File: config.mk
export PLATFORM = sky130hd
export DESIGN_NAME = dcache_ctrl_gen
export DESIGN_NICKNAME = d
export VERILOG_FILES = /design/src/rtl/dcache_pkg.sv /design/src/rtl/beat_counter.sv /design/src/rtl/dcache_ctrl_gen.sv
export SDC_FILE = /design/constraint.sdc
export NUM_CORES = 1
export LEC_CHECK = 0
export BUFFER_PORTS_ARGS = -buffer_cell sky130_fd_sc_hd__buf_2
export CAP_MARGIN = 10
export CORE_MARGIN = 5
export CORE_UTILIZATION = 50
export DETAILED_ROUTE_END_ITERATION = 10
export GPL_ROUTABILITY_DRIVEN = 0
export PLACE_DENSITY = 0.74
export SETUP_SLACK_MARGIN = 0.15
export SLEW_MARGIN = 20
export SYNTH_ARGS = -nofsm -noshare
export SYNTH_HDL_FRONTEND = slang
export SYNTH_SLANG_ARGS = --single-unit
File: constraint.sdc
create_clock -name CLK -period 2.12 [get_ports CLK]
set_clock_uncertainty 0.15 [all_clocks]
set_input_delay 0.53 -clock CLK [delete_from_list [all_inputs] [get_ports CLK]]
set_output_delay 0.53 -clock CLK [all_outputs]
set_load 0.005 [all_outputs]
File: src/rtl/dcache_pkg.sv
// Shared definitions for the dcache control FSM: state encoding and width helpers.
package dcache_pkg;

    typedef enum logic [3:0] {
        IDLE,
        WB,
        FILL,
        SNP,
        FL_CHK,
        FL_REQ,
        FL_WB,
        FL_NXT,
        HALT
    } dcache_state_t;

    // Word-offset width for a block of `words` words (never narrower than one bit).
    function automatic int offw(input int words);
        return (words > 1) ? $clog2(words) : 1;
    endfunction

    // Frame-index width for a flush walk over `frames` frames.
    function automatic int frw(input int frames);
        return (frames > 1) ? $clog2(frames) : 1;
    endfunction

    // Burst states move one data word per completed memory beat.
    function automatic logic is_burst(input dcache_state_t s);
        return (s == WB) || (s == FILL) || (s == SNP) || (s == FL_WB);
    endfunction

endpackage

File: src/rtl/beat_counter.sv
// Up-counter with synchronous clear, count enable and a terminal-value flag.
// Used both for the word beat within a block and for the flush frame walk.
module beat_counter #(
    parameter int          W    = 2,
    parameter int unsigned TERM = 3
) (
    input  logic         clk,
    input  logic         rst,
    input  logic         clear,
    input  logic         en,
    output logic [W-1:0] count,
    output logic         term
);

    // Count register: clear wins over enable so every new burst starts at zero.
    // NOTE: sequential state uses non-blocking (<=) so all flops update together at the edge.
    always_ff @(posedge clk or posedge rst) begin
        if (rst) begin
            count <= '0;
        end else if (clear) begin
            count <= '0;
        end else if (en) begin
            count <= count + 1'b1;
        end
    end

    assign term = (count == W'(TERM));

endmodule

File: src/rtl/dcache_ctrl_gen.sv
// L1 dcache control FSM: miss writeback/fill, snoop writeback and the
// end-of-program flush walk. Word beat and flush frame counters live here.
module dcache_ctrl_gen
    import dcache_pkg::*;
#(
    parameter  int WORDS  = 2,
    parameter  int FRAMES = 16,
    localparam int OFFW   = offw(WORDS),
    localparam int FRW    = frw(FRAMES)
) (
    input  logic            CLK,
    input  logic            RST,
    input  logic            dmemREN,
    input  logic            dmemWEN,
    input  logic            dhit,
    input  logic            dirty,
    input  logic            sameaddr,
    input  logic            flush,
    input  logic            dwait,
    input  logic            ccwait,
    input  logic            ccwrite,
    input  logic            ccinv,
    output logic            dREN,
    output logic            dWEN,
    output logic [OFFW-1:0] word_off,
    output logic [FRW-1:0]  frame_idx,
    output logic            invalid,
    output logic            snoopable,
    output logic            flushing,
    output logic            halt
);

    // One extra bit so the walk can count past the last frame without wrapping.
    localparam int FCW = FRW + 1;

    dcache_state_t  state, next_state;
    logic [FCW-1:0] frame_cnt;
    logic           miss, beat, last, beat_clear;
    logic           beat_term, frame_term, frame_done;

    assign miss       = (dmemREN | dmemWEN) & ~dhit;
    assign beat       = is_burst(state) & ~dwait;
    assign last       = beat_term & beat;
    assign beat_clear = is_burst(next_state) && (next_state != state);
    // The MSB term guards against ever walking past FRAMES.
    assign frame_done = frame_term | frame_cnt[FRW];
    assign frame_idx  = frame_cnt[FRW-1:0];

    beat_counter #(.W(OFFW), .TERM(WORDS - 1)) u_word (
        .clk   (CLK),
        .rst   (RST),
        .clear (beat_clear),
        .en    (beat),
        .count (word_off),
        .term  (beat_term)
    );

    beat_counter #(.W(FCW), .TERM(FRAMES)) u_frame (
        .clk   (CLK),
        .rst   (RST),
        .clear (state == IDLE),
        .en    (state == FL_NXT),
        .count (frame_cnt),
        .term  (frame_term)
    );

    // State register; reset aborts any burst in progress immediately.
    always_ff @(posedge CLK or posedge RST) begin
        if (RST) begin
            state <= IDLE;
        end else begin
            state <= next_state;
        end
    end

    // Next-state and Moore outputs; the per-beat invalid pulse also depends on the beat.
    always_comb begin
        // NOTE: every output gets a default first, so no path through the case infers a latch.
        next_state = state;
        dREN       = 1'b0;
        dWEN       = 1'b0;
        invalid    = 1'b0;
        snoopable  = 1'b0;
        flushing   = 1'b0;
        halt       = 1'b0;
        case (state)
            IDLE: begin
                if (miss && !ccwait) begin
                    next_state = dirty ? WB : FILL;
                end else if (flush) begin
                    next_state = FL_CHK;
                end else if (ccwait && ccwrite) begin
                    next_state = SNP;
                end
            end
            WB: begin
                dWEN = 1'b1;
                if (last) begin
                    invalid    = 1'b1;
                    next_state = FILL;
                end
            end
            FILL: begin
                dREN = 1'b1;
                if (last) begin
                    next_state = IDLE;
                end
            end
            SNP: begin
                dWEN = 1'b1;
                if (last) begin
                    invalid    = ccinv;
                    next_state = IDLE;
                end
            end
            FL_CHK: begin
                flushing  = 1'b1;
                snoopable = 1'b1;
                if (frame_done) begin
                    next_state = HALT;
                end else if (dirty) begin
                    next_state = FL_REQ;
                end else if (!ccwait) begin
                    next_state = FL_NXT;
                end
            end
            FL_REQ: begin
                flushing  = 1'b1;
                snoopable = 1'b1;
                dWEN      = 1'b1;
                if (sameaddr && ccwait) begin
                    next_state = FL_WB;
                end
            end
            FL_WB: begin
                flushing = 1'b1;
                dWEN     = 1'b1;
                if (last) begin
                    invalid    = 1'b1;
                    next_state = FL_NXT;
                end
            end
            FL_NXT: begin
                flushing   = 1'b1;
                snoopable  = 1'b1;
                next_state = FL_CHK;
            end
            HALT: begin
                halt = 1'b1;
            end
            default: begin
                next_state = IDLE;
            end
        endcase
    end

endmodule

==> impl_metrics.yaml <==
min_path:
  holdCritPathClass: "in2async"
synth:
  yosysTopAreaCell: "dfrtp_1"
  ys_ff_latch: 10
  synth_nets: 109
  ys.flop_type: "dfrtp_1"
  synth.distinct_cells: 41
  synthTopCellsByArea: "dfrtp_1 (31%), nor2_1 (5.5%), buf_4 (4.6%), a2111oi_4 (3.4%), nand2_1 (3.2%)"
  yosysMostFrequentCell: "nor2_1"
  yosysWarnings: 0
  synth-seq-area-share_pct: 30.6
  netlist_area_sq_um: 818
  netlist_instances: 95
  syn_area_per_cell_sq_um: 8.61
  yosysTopAreaCellShare_pct: 30.6
  synth_common_cells: "nor2_1 (12), dfrtp_1 (10), nand2_1 (7)"
  async_flop_share_pct: 100
  synth_edf_count: 0
sta:
  max_freq_mhz: 489
  setup-tns-final_ps: 0
  drv_slew: 0
  final_hold_viol_count: 0
  finalCriticalPeriod_ps: 2050
  timing.final.crit_share_pct: 96.6
  worst_pin_slew_ps: 507
  final-setup-viol-count: 0
  rsz0062_at_grt: "true"
  relSlewSlack_pct: 65.8
layout:
  seq_area_sq_um: 254
  multiInputGateArea_sq_um: 571
  nets: 146
  utilization_pct: 76.7
  area_growth_pct: 42.8
  final_cells: 147
  drive_above_1_share_pct: 55.7
  fillers: 106
  diodes: 0
die:
  die_h_um: 50.5
  core_area_sq_mm: 0.00152
  start_util_pct: 53.7
  rows: 14
  dieArea_sq_mm: 0.00255
  die_width_um: 50.5
  ios: 23
job:
  max_cap_viol_count: 0
drt:
  ant_nets: 0
  wire_per_inst_um: 18.4
  drt_iter0_markers: 30
  vias_per_cell: 6.05
  drtPass1Iterations: 4
  route.detailed.drc: 0
  vias: 889
  routed_wl_um: 2710
clock_network:
  cts_tree: "built"
  cts_made_buffers: 3
  cts.path.max_buffers: 2
  cts_max_level: 1
  cts.sinks: 10
  hold_buffers: 0
  path_clk_slew_ps: 80
  root_buffer: "clkbuf_4"
  clkLatencyLatePin_ps: 280
setup_path:
  crit_arrival_ps: 1370
  cp_max_fo: 7
  required_ps: 1440
  end_kind: "output port"
  cp-start-kind: "flop"
  r2r_cells: 8
  critical_path.startpoint: "state[2]"
  rr_startpoint: "state[0]"
  critical_path_class: "reg2out"
global_routing:
  overflow: 0
  antenna_found_initial: 0
  grt_pass1_wl_um: 4150
  grt_max_degree: 11
  grt_pass1_vias: 829
  grt_usage_pct: 21.6
power:
  ir_drop_v: 0.000859
  power_leakage_nw: 0.548
  p_total_mw: 1.72
  p_per_area_mw_per_mm2: 1480
placed_design:
  dp_cells: 129
  dpl.hpwl_um: 1500
  port_buffers: 22
status:
  status: "finished, final reports clean"
## sequential cells by signal (all words and copies together) (netlist names)
register	cells
u_frame.count	5
state	4
u_word.count	1
## path summary, 6_finish.rpt
check / endpoint / slack (ps)
setup reg to reg: u_word.count / 130
hold / removal: u_frame.count[1] / 60
setup / recovery: snoopable / 70
hold reg to reg: u_frame.count[3] / 440
max in group asynchronous: state[1] / 1430
min in group CLK: state[2] / 410
## cells by family after synthesis
kind of cell,after synthesis,synth area share [%]
AO/OA/AOI/OAI,15,16.2
adder cells (fa/ha/maj),2,3.06
AND/OR/NAND/NOR,48,32.9
XOR/XNOR,5,5.35
flip-flops,10,30.6
multiplexers,2,2.60
buffers and inverters,13,9.33
## repair_timing
action	CTS	global route
setup buffers	11	3
pin swaps	1	5
gates resized for setup	18	12
endpoints found under the setup margin	6	10
## area by class of cell
type / instances / share of cell area, %
clock buffer: 4 / 3.10
inverter: 4 / 1.28
multi-input combinational: 72 / 48.8
sequential: 10 / 21.7
tap: 16 / 1.71
timing repair buffer: 41 / 23.3
## layer usage
layer  vias to the layer above  global-route usage (%)  wire length (um)
li1                        404                       -                 -
met3                        16                    5.33               224
met1                       415                    26.7              1070
met4                         0                    8.09               172
met5                         -                       0                 0
met2                        54                    36.0              1250
## power breakdown
group,switching [mW],internal (mW)
Sequential,0.111,0.279
Combinational,0.536,0.618
Clock,0.0755,0.104
## critical path: stages (launching register included)
cell and delay, ps:
dfrtp_2 470, buf_6 150, and2b_2 220, and2_4 140, buf_6 110
## layout by cell type, fill, tap and decap left out, drive strengths merged, types with 4 or more instances in the layout
master / n
inv: 4
buf: 41
dfrtp: 10
clkbuf: 4
nor2: 12
a21oi: 4
nand2: 7
nor3: 4
## per-stage QoR
stage               cell area (sq um)  worst slack, ps  hold WS [ps]
floorplan                         818              229           220
global placement                  925             63.3           373
detailed placement                925             17.4           376
CTS                              1100             87.3          80.0
global route                     1170             11.8          84.7
finish                           1170             73.1          62.1
(Power assumes the default switching activity.)
